--- src/rtl/result_pipe.sv ---
// ---------------------------------------------------------------------------
// result_pipe
//
// Producer side of operand bypassing for the Beta pipeline. Carries
// execute-stage results through the MEM and WB pipeline registers, drives
// the register-file write port, publishes every bypass source used by the
// decode-stage operand muxes, runs the data-memory request handshake and
// raises the memory-wait hold and the load-use stall.
//
// Ports
//   clk, rst                 clock, synchronous active-high reset
//   ex_*                     execute-stage instruction (valid, rc, y, pc,
//                            branch flag, ld, st, store data)
//   dec_ra, dec_rb           decode-stage source registers
//   rc_ex/rc_mem/rc_wb       bypass tags, 31 when the stage is empty
//   ex_/mem_ y,pc bypass     Y and PC bypass values per stage
//   op_br_or_jmp_ex/_mem     branch/JMP flag per stage
//   wb_bypass                WB-stage write value
//   rf_we, rf_wa, rf_wd      register-file write port
//   mem_req/we/addr/wdata    data-memory request
//   mem_ready, mem_rdata     memory accept / load data (same cycle)
//   hold_ex                  freeze execute and upstream (memory wait)
//   stall_dec                freeze decode, bubble into execute (load-use)
//
// Configuration
//   RESULT_PIPE_LD_INTERLOCK_EN  defined: load-use comparators drive
//                                stall_dec; undefined: stall_dec tied 0.
// ---------------------------------------------------------------------------
module result_pipe (
    input  logic        clk,
    input  logic        rst,
    input  logic        ex_valid,
    input  logic [4:0]  ex_rc,
    input  logic [31:0] ex_y,
    input  logic [31:0] ex_pc,
    input  logic        ex_br_or_jmp,
    input  logic        ex_ld,
    input  logic        ex_st,
    input  logic [31:0] ex_st_data,
    input  logic [4:0]  dec_ra,
    input  logic [4:0]  dec_rb,
    output logic [4:0]  rc_ex,
    output logic [4:0]  rc_mem,
    output logic [4:0]  rc_wb,
    output logic [31:0] ex_y_bypass,
    output logic [31:0] ex_pc_bypass,
    output logic [31:0] mem_y_bypass,
    output logic [31:0] mem_pc_bypass,
    output logic        op_br_or_jmp_ex,
    output logic        op_br_or_jmp_mem,
    output logic [31:0] wb_bypass,
    output logic        rf_we,
    output logic [4:0]  rf_wa,
    output logic [31:0] rf_wd,
    output logic        mem_req,
    output logic        mem_we,
    output logic [31:0] mem_addr,
    output logic [31:0] mem_wdata,
    input  logic        mem_ready,
    input  logic [31:0] mem_rdata,
    output logic        hold_ex,
    output logic        stall_dec
);

    localparam logic [4:0] R31 = 5'd31;

    typedef enum logic {
        MEM_IDLE,
        MEM_WAIT
    } mem_state_t;

    // MEM pipeline register
    logic        r_mem_valid;
    logic [4:0]  r_mem_rc;
    logic [31:0] r_mem_y;
    logic [31:0] r_mem_pc;
    logic        r_mem_br;
    logic        r_mem_ld;
    logic        r_mem_st;
    logic [31:0] r_mem_st_data;

    // WB pipeline register
    logic        r_wb_valid;
    logic [4:0]  r_wb_rc;
    logic [31:0] r_wb_value;

    mem_state_t  r_state;
    mem_state_t  w_next_state;

    logic        w_mem_op;
    logic        w_hold;
    logic [31:0] w_mem_result;

    assign w_mem_op = r_mem_valid & (r_mem_ld | r_mem_st);

    // A load's value is only known once mem_ready arrives, so it is picked
    // here for WB and never appears on the MEM-stage Y bypass.
    assign w_mem_result = r_mem_ld ? mem_rdata :
                          r_mem_br ? r_mem_pc  : r_mem_y;

    // ------------------------------------------------------------------
    // Memory handshake FSM: state register
    // ------------------------------------------------------------------
    // NOTE: reset is synchronous, so it only acts on a clock edge; every
    // pipeline flop, including the data fields, is cleared so the bypass
    // outputs read 0 after reset rather than stale values.
    always_ff @(posedge clk) begin
        if (rst) begin
            r_state <= MEM_IDLE;
        end else begin
            // NOTE: non-blocking assignments on all state so every flop
            // samples pre-edge values regardless of statement order.
            r_state <= w_next_state;
        end
    end

    // ------------------------------------------------------------------
    // Memory handshake FSM: next state and request outputs
    // ------------------------------------------------------------------
    always_comb begin
        // NOTE: every output gets a default first so no path infers a latch.
        w_next_state = r_state;
        mem_req      = 1'b0;
        mem_we       = 1'b0;
        mem_addr     = r_mem_y;
        mem_wdata    = r_mem_st_data;
        case (r_state)
            MEM_IDLE: begin
                if (w_mem_op) begin
                    mem_req = 1'b1;
                    mem_we  = r_mem_st;
                    if (!mem_ready) begin
                        w_next_state = MEM_WAIT;
                    end
                end
            end
            MEM_WAIT: begin
                // The MEM register is frozen while waiting, so address and
                // data are stable by construction.
                mem_req = 1'b1;
                mem_we  = r_mem_st;
                if (mem_ready) begin
                    w_next_state = MEM_IDLE;
                end
            end
            default: w_next_state = MEM_IDLE;
        endcase
        w_hold = mem_req & ~mem_ready;
    end

    assign hold_ex = w_hold;

    // ------------------------------------------------------------------
    // MEM and WB pipeline registers
    // ------------------------------------------------------------------
    always_ff @(posedge clk) begin
        if (rst) begin
            r_mem_valid   <= 1'b0;
            r_mem_rc      <= R31;
            r_mem_y       <= '0;
            r_mem_pc      <= '0;
            r_mem_br      <= 1'b0;
            r_mem_ld      <= 1'b0;
            r_mem_st      <= 1'b0;
            r_mem_st_data <= '0;
            r_wb_valid    <= 1'b0;
            r_wb_rc       <= R31;
            r_wb_value    <= '0;
        end else if (w_hold) begin
            // MEM keeps the waiting access; WB takes a bubble.
            r_wb_valid    <= 1'b0;
            r_wb_rc       <= R31;
        end else begin
            r_mem_valid   <= ex_valid;
            r_mem_rc      <= ex_rc;
            r_mem_y       <= ex_y;
            r_mem_pc      <= ex_pc;
            r_mem_br      <= ex_br_or_jmp;
            r_mem_ld      <= ex_ld;
            r_mem_st      <= ex_st;
            r_mem_st_data <= ex_st_data;
            r_wb_valid    <= r_mem_valid;
            r_wb_rc       <= r_mem_rc;
            r_wb_value    <= w_mem_result;
        end
    end

    // ------------------------------------------------------------------
    // Bypass sources and register-file port
    // ------------------------------------------------------------------
    assign rc_ex            = ex_valid ? ex_rc : R31;
    assign ex_y_bypass      = ex_y;
    assign ex_pc_bypass     = ex_pc;
    assign op_br_or_jmp_ex  = ex_valid & ex_br_or_jmp;

    assign rc_mem           = r_mem_valid ? r_mem_rc : R31;
    assign mem_y_bypass     = r_mem_y;
    assign mem_pc_bypass    = r_mem_pc;
    assign op_br_or_jmp_mem = r_mem_valid & r_mem_br;

    assign rc_wb            = r_wb_valid ? r_wb_rc : R31;
    assign wb_bypass        = r_wb_value;
    assign rf_we            = r_wb_valid & (r_wb_rc != R31);
    assign rf_wa            = r_wb_rc;
    assign rf_wd            = r_wb_value;

    // ------------------------------------------------------------------
    // Load-use interlock
    // ------------------------------------------------------------------
`ifdef RESULT_PIPE_LD_INTERLOCK_EN
    function automatic logic src_hit(input logic [4:0] src, input logic [4:0] tag);
        return (src != R31) && (src == tag);
    endfunction

    logic w_ex_ld_hit;
    logic w_mem_ld_hit;

    assign w_ex_ld_hit  = ex_valid & ex_ld &
                          (src_hit(dec_ra, ex_rc) | src_hit(dec_rb, ex_rc));
    assign w_mem_ld_hit = r_mem_valid & r_mem_ld &
                          (src_hit(dec_ra, r_mem_rc) | src_hit(dec_rb, r_mem_rc));
    assign stall_dec    = w_ex_ld_hit | w_mem_ld_hit;
`else
    logic w_unused_dec;
    assign w_unused_dec = ^{dec_ra, dec_rb};
    assign stall_dec    = 1'b0;
`endif

endmodule

--- config.mk ---
export PLATFORM = sky130hd
export DESIGN_NAME = result_pipe
export DESIGN_NICKNAME = d
export VERILOG_FILES = /design/src/rtl/result_pipe.sv
export SDC_FILE = /design/constraint.sdc
export NUM_CORES = 1
export LEC_CHECK = 0
export BUFFER_PORTS_ARGS = -buffer_cell sky130_fd_sc_hd__buf_2
export CORE_AREA = 2 2 166 168
export CTS_BUF_LIST = sky130_fd_sc_hd__clkbuf_8 sky130_fd_sc_hd__clkbuf_16
export DETAILED_ROUTE_END_ITERATION = 16
export DIE_AREA = 0 0 168 170
export GPL_TIMING_DRIVEN = 0
export PLACE_DENSITY = 0.49
export SYNTH_ARGS = -nofsm -noshare
export SYNTH_HDL_FRONTEND = slang
export SYNTH_SLANG_ARGS = --single-unit
--- constraint.sdc ---
create_clock -name clk -period 3.8 [get_ports clk]
set_input_delay 0.76 -clock clk [delete_from_list [all_inputs] [get_ports clk]]
set_output_delay 0.76 -clock clk [all_outputs]
set_load 0.005 [all_outputs]
## Word level (Yosys, flattened, before mapping)

Index checks and enable logic that the tools add are counted.

| storage, ports and cells | value |
|---|---|
| bits in latches | 0 |
| output and inout bits | 283 |
| ROM bits | 0 |
| input bits | 150 |
| logic and storage cells | 34 |
| memories | 0 |
| bits in writable memories | 0 |
| bits in registers | 144 |

| operators by class | value |
|---|---|
| $add $sub $neg | 0 |
| bitwise gates (word level) | 8 |
| muxes and demuxes | 12 |
| multiply operators | 0 |
| divide/modulo/power cells | 0 |
| shifts and indexed selects | 0 |
| order comparisons | 0 |
| reduce and logical (&&, ||, !) cells | 1 |
| equality and inequality tests | 1 |

Operators by type and width:

| kind | count |
|---|---|
| $mux W32 | 2 |
| $mux W5 | 3 |
| $pmux W1 S2 | 3 |
| $and A1 B1 Y1 | 5 |
| $ne A5 B5 Y1 const B | 1 |
| $mux W1 | 4 |
| $not A1 Y1 | 2 |
| $reduce_or A2 Y1 | 1 |
| $or A1 B1 Y1 | 1 |

## Longest topological paths before layout

| depth | value |
|---|---|
| word-level depth | 6 |
| depth in mapped cells | 8 |
| gate-level depth less buffers | 4 |

## Worst setup path after synthesis

OpenSTA, ideal clock, no wires.

| timing | value |
|---|---|
| path type | input to register |
| from | input port mem_ready |
| to | register r_mem_pc[30], in the netlist mem_pc_bypass[30] |
| stages | 7 |
| setup time | 0.059 ns |
| arrival time | 1.831 ns |
| path slack | 1.911 ns |
| required time | 3.741 ns |
| path buffers | 3 |
| cells stage by stage | o21bai_1 or3_1 buf_4 inv_6 buf_12 buf_6 a22o_1 |

| between the ends | value |
|---|---|
| longest elaborated chain between the ends | 2 |

RTL lines:

| element | RTL line | text |
|---|---|---|
| from (decl) | 59 | `input logic mem_ready,` |
| $not A1 Y1 | 148 | `w_hold = mem_req & ~mem_ready;` |
| $and A1 B1 Y1 | 148 |  |
| to (signal assigned) | 177 | `r_mem_pc <= ex_pc;` |
| to (decl) | 76 | `logic [31:0] r_mem_pc;` |

No other way between the ends.
A chain may end at the register's enable or synchronous reset.

## Worst setup path after layout

| timing | value |
|---|---|
| from | register r_mem_br |
| to | output port op_br_or_jmp_mem |

| between the ends | value |
|---|---|
| longest elaborated chain between the ends | 1 |

RTL lines:

| element | RTL line | text |
|---|---|---|
| from (decl) | 77 | `logic r_mem_br;` |
| from (signal assigned) | 178 | `r_mem_br <= ex_br_or_jmp;` |
| $and A1 B1 Y1 | 199 | `assign op_br_or_jmp_mem = r_mem_valid & r_mem_br;` |
| to (decl) | 50 | `output logic op_br_or_jmp_mem,` |

No other way between the ends.

==> run metrics <==
vias per cell about 4.2; final instance area between 0.009 and 0.01 mm^2; leading area contributor after synthesis dfxtp_1; global route overflow 0; n_diodes 0; fraction of layout cells with a size suffix above 1 0.637; CTS buffer count 17; hold slack between 0.4 and 0.5 ns; max_slew headroom 0.345; clk_lat worst skew ~0.42 ns; CP peak stage delay between 0.6 and 0.7 ns; cells taking the most area after synthesis dfxtp_1, buf_4, a22o_1; clk_skew ~0.014 ns; Setup TNS 0 ns; Syn Area/Cell between 10 and 15 um^2; Reg clk slew, reported paths 0.06 ns; Slowest-stage cell, CP clkbuf_1; H-tree depth 4; Final nets 1140; RSZ-0062 raised after global routing no; PwrDens between 400 and 500 mW/mm^2; #FFs+latches synth ~140; number of global-route vias before repair roughly 5500; initial antenna violation count 1; Synth cell types 27; first-pass GRT wire length roughly 35 mm; drt total wl 24.3 mm; Crit path top cell by count buf_2; Worst Path Arrival 1.95 ns; CTS tree built; setup violators final 0; final worst setup slack between 1 and 1.5 ns; Crit Path Max Fanout 10; vias 5658; Crit. End Element output pin; post-synth top area share 0.464; Top Ports approximately 430; DRC errors left 0; Worst EP required between 3 and 4 ns; Tightest Pin Transition between 0.9 and 1 ns; syn_nets 700; total power approximately 4.0 mW; number of buffers added on ports 421; area post-placement 0.00875 mm^2; Post-Syn Area 0.00621 mm^2; area grow syn2layout 49.9%; crit path time final ~2.7 ns; peak supply drop between 150 and 200 uV; Slew Limit Fails 0; CP cell instances buf_2 -> clkbuf_1 -> and2_1 -> buf_2; Syn Inst Count 550; clk sink count 144; Starting Density 0.233; Tcrit/Tclk final 0.714; Clock Tree Buf Depth 2; Yosys warning count 0; post-route ant nets 0; CTS root buf clkbuf_16; Die ar. 0.0286 mm^2; # hold bufs at CTS 0; Die X between 150 and 200 um; dpl ws ~1.1 ns; total of max-cap violations 0; gpl congestion around 0.77; initial detailed-routing violation count between 200 and 250; Final Hold Viols 0; Achievable Freq about 370 MHz; Worst setup SP type flop; hpwl dp 19.2 mm; die height between 150 and 200 um; GRT Total Usage 0.164; leakage roughly 5 nW; FP Rows 60; drt wl/cell ~18 um; largest net degree at the start of global routing 17; status completed; Hold Path Class reg -> reg; post-synthesis sequential area ratio 0.464; DR pass1 iterations 4; critical path class reg -> out; Core ar. around 0.027 mm^2; Post-CTS Resized 0; post-CTS setup buffers 0
[cell usage after synthesis]
cell / count
buf_2: 14
o21a_1: 2
o21ai_1: 1
buf_8: 3
inv_6: 1
inv_1: 1
conb_1: 1
mux2i_1: 32
o21ai_0: 1
or2b_1: 4
o21bai_1: 1
a22o_1: 100
o22a_1: 5
buf_6: 4
and2_1: 4
buf_12: 1
nand3_1: 1
buf_4: 130
o2bb2ai_1: 32
nand2b_1: 17
dfxtp_1: 144
mux2_2: 32
nor3_2: 1
or3_1: 1
clkbuf_1: 15
nand2_1: 1
nor2_1: 1
[sequential cells by signal, indices dropped and copies added, names as in the netlist]
name and cells:
rf_wa 5, r_mem_rc 5, rf_wd 32, mem_pc_bypass 32
r_mem_valid 1, mem_wdata 32, r_state 1, r_mem_ld 1
mem_addr 32, r_mem_br 1, r_wb_valid 1, r_mem_st 1
[stage by stage]
stage | utilization | cells
after floorplan | - | 550
after global placement | 0.328 | 1312
after detailed placement | 0.328 | 1312
after CTS | 0.350 | 1344
after global routing | 0.350 | 1344
final | 0.350 | 1344
[final cells by class]
type                            count  area, um^2
Inverter                            2        12.5
Clock buffer                       17         425
Multi-Input combinational cell    237        2110
Sequential cell                   144        2880
Clock inverter                     15         144
Tap cell                          341         427
Fill cell                        2737       17300
Timing Repair Buffer              421        2110
Buffer                            167        1210
[kinds of logic after synthesis]
logic type,after synthesis,synth area share
flip-flops,144,0.464
other,1,0.000603
buffers and inverters,169,0.197
AND/OR/NAND/NOR,30,0.0306
multiplexers,64,0.110
AO/OA/AOI/OAI,142,0.198
[placed cells by master (no fill, tap or decap), drive strengths merged]
| master | count |
|---|---|
| a22o | 100 |
| and2 | 4 |
| buf | 573 |
| clkbuf | 32 |
| clkinv | 6 |
| conb | 1 |
| dfxtp | 144 |
| inv | 11 |
| mux2 | 32 |
| mux2i | 32 |
| nand2 | 1 |
| nand2b | 17 |
| nand3 | 1 |
| nor2 | 1 |
| nor3 | 1 |
| o21a | 2 |
| o21ai | 2 |
| o21bai | 1 |
| o22a | 5 |
| o2bb2ai | 32 |
| or2b | 4 |
| or3 | 1 |
[critical path: cells and delay by family, from the launching register on]
kind	cells	cell delay, ns
buf+inv	3	1.01
flops	1	0.30
simple gates	1	0.22
[worst paths after layout]
path                       to         from  slack [ns]  cells after the start
max          op_br_or_jmp_mem     r_mem_br        1.09                      4
min                  rf_wa[2]  r_mem_rc[2]        0.46                      1
max reg2reg         rf_wd[25]     r_mem_ld        1.48                      5
min reg2reg          rf_wa[2]  r_mem_rc[2]        0.46                      1
[report_power, final]
| group | internal (mW) | total (mW) | switching [mW] |
|---|---|---|---|
| clock | 0.871 | 1.64 | 0.769 |
| sequential | 1.61 | 1.70 | 0.0923 |
| combinational | 0.384 | 0.662 | 0.278 |
| total | 2.87 | 4.01 | 1.14 |
[metal layers]
layer	wire [um]	vias up	global-route usage
li1	-	2756	-
met1	9720	2598	0.184
met2	12700	286	0.308
met3	1690	16	0.0470
met4	210	2	0.0367
met5	13	-	0
Note: power is estimated with default switching activity, not from simulation.
